[src/rtl/data_mem_responder.sv]
// data_mem_responder
//   Multi-cycle data memory for the core's load/store port. It takes one
//   request at a time over a valid/ready handshake and performs the RAM
//   access LATENCY cycles later. It then holds the response (read data plus
//   error flag) until the core takes it over a second valid/ready handshake.
// Ports
//   clk, reset                 rising-edge clock, async active-high reset
//   req_valid/req_ready        request handshake (ready only while idle)
//   req_write/addr/wdata       store flag, byte address (word aligned), store data
//   resp_valid/resp_ready      response handshake
//   resp_rdata, resp_err       load data (0 for stores/errors), misaligned or
//                              out-of-range flag
module data_mem_responder #(
  parameter int DEPTH   = 64,
  parameter int LATENCY = 2
) (
  input  logic        clk,
  input  logic        reset,
  input  logic        req_valid,
  output logic        req_ready,
  input  logic        req_write,
  input  logic [31:0] req_addr,
  input  logic [31:0] req_wdata,
  output logic        resp_valid,
  input  logic        resp_ready,
  output logic [31:0] resp_rdata,
  output logic        resp_err
);

  localparam int AW = $clog2(DEPTH);
  localparam int CW = (LATENCY > 1) ? $clog2(LATENCY) : 1;

  typedef enum logic [1:0] {IDLE, WAIT, RESP} state_t;

  state_t        state;
  logic [CW-1:0] cnt;
  logic          lat_write;
  logic [31:0]   lat_addr;
  logic [31:0]   lat_wdata;
  logic [31:0]   mem [DEPTH];

  logic          accept;
  logic          commit;
  logic          c_write;
  logic          c_err;
  logic [31:0]   c_addr;
  logic [31:0]   c_wdata;
  logic [AW-1:0] c_idx;

  assign req_ready  = (state == IDLE);
  assign resp_valid = (state == RESP);
  assign accept     = req_valid && (state == IDLE);

  // Fields used at the commit edge. With LATENCY==1 the commit happens on the
  // acceptance edge itself, so the live request fields are used instead of
  // the latched copy.
  always_comb begin
    c_write = lat_write;
    c_addr  = lat_addr;
    c_wdata = lat_wdata;
    commit  = 1'b0;
    if (state == IDLE) begin
      c_write = req_write;
      c_addr  = req_addr;
      c_wdata = req_wdata;
      commit  = accept && (LATENCY == 1);
    end else if (state == WAIT) begin
      commit  = (cnt == CW'(1));
    end
  end

  assign c_err = (c_addr[1:0] != 2'b00) || (c_addr[31:2] >= 30'(DEPTH));
  assign c_idx = c_addr[AW+1:2];

  // RAM is never reset. The write is gated by reset so that a store still in
  // flight when reset arrives is never committed.
  always_ff @(posedge clk) begin
    if (commit && !reset && c_write && !c_err)
      mem[c_idx] <= c_wdata;
  end

  always_ff @(posedge clk or posedge reset) begin
    if (reset) begin
      state      <= IDLE;
      cnt        <= '0;
      lat_write  <= 1'b0;
      lat_addr   <= '0;
      lat_wdata  <= '0;
      resp_rdata <= '0;
      resp_err   <= 1'b0;
    end else begin
      if (commit) begin
        resp_err   <= c_err;
        resp_rdata <= (c_write || c_err) ? 32'h0 : mem[c_idx];
      end
      case (state)
        IDLE: if (accept) begin
          lat_write <= req_write;
          lat_addr  <= req_addr;
          lat_wdata <= req_wdata;
          cnt       <= CW'(LATENCY - 1);
          state     <= (LATENCY == 1) ? RESP : WAIT;
        end
        WAIT: if (cnt == CW'(1)) begin
          cnt   <= '0;
          state <= RESP;
        end else begin
          cnt   <= cnt - CW'(1);
        end
        RESP: if (resp_ready) state <= IDLE;
        default: state <= IDLE;
      endcase
    end
  end

endmodule

[config.mk]
export PLATFORM = sky130hd
export DESIGN_NAME = data_mem_responder
export DESIGN_NICKNAME = d
export VERILOG_FILES = /design/src/rtl/data_mem_responder.sv
export SDC_FILE = /design/constraint.sdc
export NUM_CORES = 2
export LEC_CHECK = 0
export ABC_AREA = 0
export BUFFER_PORTS_ARGS = -buffer_cell sky130_fd_sc_hd__buf_2
export CORE_ASPECT_RATIO = 0.7
export CORE_MARGIN = 8
export CORE_UTILIZATION = 40
export CTS_BUF_LIST = sky130_fd_sc_hd__clkbuf_16
export DETAILED_ROUTE_END_ITERATION = 10
export SYNTH_ARGS = -nofsm -noshare
export SYNTH_HDL_FRONTEND = slang
export SYNTH_SLANG_ARGS = --single-unit
[constraint.sdc]
create_clock -name clk -period 6.9 [get_ports clk]
set_clock_uncertainty 0.15 [all_clocks]
set_input_delay 1.38 -clock clk [delete_from_list [all_inputs] [get_ports clk]]
set_output_delay 1.38 -clock clk [all_outputs]
set_load 0.1 [all_outputs]
==> summary.txt <==
Outcome
  – Status: complete, but fails checks
  – Failing checks: capacitance limit, slew limit

GRT
  – Vias in the first global route: 49800
  – Largest net degree at the start of global routing: just under 100
  – Gr usage total: 27.39%
  – First-pass GRT wire length: between 400000 and 500000 um
  – Gr ovfl total: 0
  – Initial antenna violation count: 35

STA
  – Final Hold Fails: 0
  – Final setup vio count: 0
  – RSZ-0062 raised after global routing: false
  – Slew margin rel.: -13.59%
  – Hold slack: about 0.34 ns
  – FMAX: approximately 180 MHz
  – Min cycle time layout: 5.548 ns
  – Final period utilization: 80.41%
  – Fin. max-slew vios: 2
  – Setup tns final: 0 ns
  – Worst Tran Pin Value: 1.689 ns

Worst setup path
  – Top delay family on crit path: compound AO/OA/AOI/OAI gates
  – CP max stage delay: 0.84 ns
  – CP Capture Type: register
  – CP max-delay cell: o2111ai_1
  – Worst Path Buf+Inv: 2
  – Crit path DAT: around 6.2 ns
  – CP Max Fanout: 40
  – Critical Path, Cell by Cell: or2_2 -> buf_4 -> mux2_2 -> buf_4 -> o22ai_1 -> nand2_1 -> o221ai_1 -> o31ai_1 -> o2111ai_1 -> o31ai_1
  – Critical Path RT: roughly 7.5 ns
  – CP startpoint kind: register
  – CP Class: register to register

Drt
  – Post-DRT Antenna Nets: 0
  – DRC Markers: 0
  – Initial DRC count: 10180
  – Via density: between 6 and 7
  – Final WL: around 310000 um
  – Vias: 54570
  – DR WL/cell: 36.92 um
  – DRT Pass-1 Iters: 7

Clocking
  – CTS clock-pin slew for the worst setup and hold paths: 0.07 ns
  – CTS Buffer Depth: 4
  – Root Buffer: clkbuf_16
  – Post-CTS sizing: 0
  – CTS sink count: ~2100
  – Hold buffer count at cts: 0
  – H-tree Lvls: 4
  – TritonCTS Buffers: 203
  – CTS tree: done
  – Worst-skew pair later-pin latency: 0.89 ns
  – Post-CTS Setup Inserts: 0

Pwr
  – Sequential share of power: 38.5%
  – LEAKAGE: 30.25 nW
  – Pwr/cell area: around 480 nW/um^2
  – Sw Ratio: 40.82%
  – Combinational power share: between 30% and 40%
  – Peak supply drop: a little under 1 mV
  – Int Power: around 26 mW
  – Reported net switching power: 18.27 mW
  – Clock power share: 25.2%

Floorplanning
  – Die area: 219100 um^2
  – Initial core utilization: 40.32%
  – Core footprint: 202500 um^2
  – Cell Rows: roughly 140
  – Ports: 104
  – Die Width: roughly 560 um
  – Die Y: 394.0 um

Synthesis
  – EDFF count, synth: 2048
  – Dominant cells by area after synthesis: edfxtp_1 75%, nand2_1 4.5%, dfrtp_1 3.1%, o22ai_1 3.0%, a21oi_1 1.7%
  – Dominant cell type by area after synthesis: edfxtp_1
  – Synthesized area per cell: 15.21 um^2
  – Post-synth top cells: 2048 x edfxtp_1, 980 x nand2_1, 387 x o22ai_1, 281 x a21oi_1, 194 x nor2_1
  – Synth Net Count: 5440
  – Most used DFF post-synth: edfxtp_1
  – Most numerous cell in the Yosys netlist: edfxtp_1
  – Seq cells post-synth: 2149
  – Synth top area share: 75.30%
  – Count of cell types in the netlist: 75
  – Cells after Synth: around 5400
  – Async SR Flop Fraction: between 4 and 5%
  – Sequential area share after synthesis: between 70 and 80%
  – Yosys warns: 0
  – Synth Cell Area: 81670 um^2

Cells and area
  – Ratio of cells with drive above 1 in the final layout: 14.24%
  – Final #Nets: about 5600
  – Area grow syn2layout: 14.27%
  – Post-layout util: 46.08%
  – Non-Filler Instances: between 8000 and 9000

Hold path
  – Min-Delay Path Class: input pin to async pin

Placed design
  – Post-DP HPWL: approximately 180000 um
  – GP Congestion: approximately 0.95
  – DP Cell Count: 8057
  – Port Buffers: 103

Run
  – Max-Cap Viols: 2
==> through the flow <==
stage | power [mW] | area [um^2] | setup WS (ns)
2_1_floorplan | 24.91 | 81670 | 0.2996
3_3_place_gp | 32.93 | 86750 | 1.175
3_5_place_dp | 33.07 | 86770 | 1.293
4_1_cts | 44.07 | 93280 | 1.605
5_1_grt | 45.37 | 93280 | 1.368
6_report | 44.76 | 93320 | 1.352
==> layer usage <==
metal  vias up  share of wire (%)  global-route usage [%]
met5         -              0.034                       0
met4        18                4.8                   10.11
met3       733                 17                   12.31
met2      4752                 40                   37.13
met1     27690                 38                   38.48
li1      21370                  -                       -
==> sequential cells by signal, summed over array words and instances (netlist names) <==
register    flops
cnt             1
lat_addr       32
lat_wdata      32
lat_write       1
mem          2048
resp_err        1
resp_rdata     32
state           2
==> power groups by stage <==
stage	clock [mW]	combinational, mW	sequential, mW
after floorplan	0	7.45	17.5
after global placement	0	15.5	17.5
after detailed placement	0	15.6	17.5
after CTS	11.3	15.6	17.2
after global routing	11.7	16.4	17.2
final	11.3	16.3	17.2
==> area by class of cell <==
type | instances | area, um^2
timing repair buffer | 307 | 2420
fill | 17430 | 109200
tap | 2730 | 3416
multi-input combinational | 2864 | 16870
antenna | 18 | 45.04
sequential | 2149 | 64030
clock buffer | 206 | 5155
clock inverter | 164 | 1359
inverter | 7 | 36.28
==> cell families after synthesis <==
| logic type | share of synthesized area (%) |
|---|---|
| DFF | 78.40 |
| and+or+nand+nor | 7.762 |
| AOI/OAI and AO/OA | 9.853 |
| buffers and inverters | 2.074 |
| muxes | 1.912 |
==> path summary, 6_finish.rpt <==
path / startpoint / end / slack [ns] / cells past startpoint
min in group clk: lat_wdata[7] / lat_wdata[7] / 0.36 / 1
max: state[0] / resp_rdata[18] / 1.35 / 10
min reg2reg: lat_wdata[7] / lat_wdata[7] / 0.36 / 1
max in group asynchronous: reset / resp_rdata[14] / 5.10 / 3
max reg2reg: state[0] / resp_rdata[18] / 1.35 / 10
min: reset / lat_wdata[9] / 0.34 / 2
==> cells in the final DEF (no fill, tap or decap), types with 101 or more instances in the layout <==
cell and instances:
buf_2 104, a32oi_1 147, clkbuf_16 206, a31oi_1 126
buf_4 173, dfrtp_1 101, a21oi_1 280, nor2_1 129
nand3_1 167, edfxtp_1 2048, nand2_1 936, o22ai_1 387
Note: power is estimated with default switching activity, not from simulation.
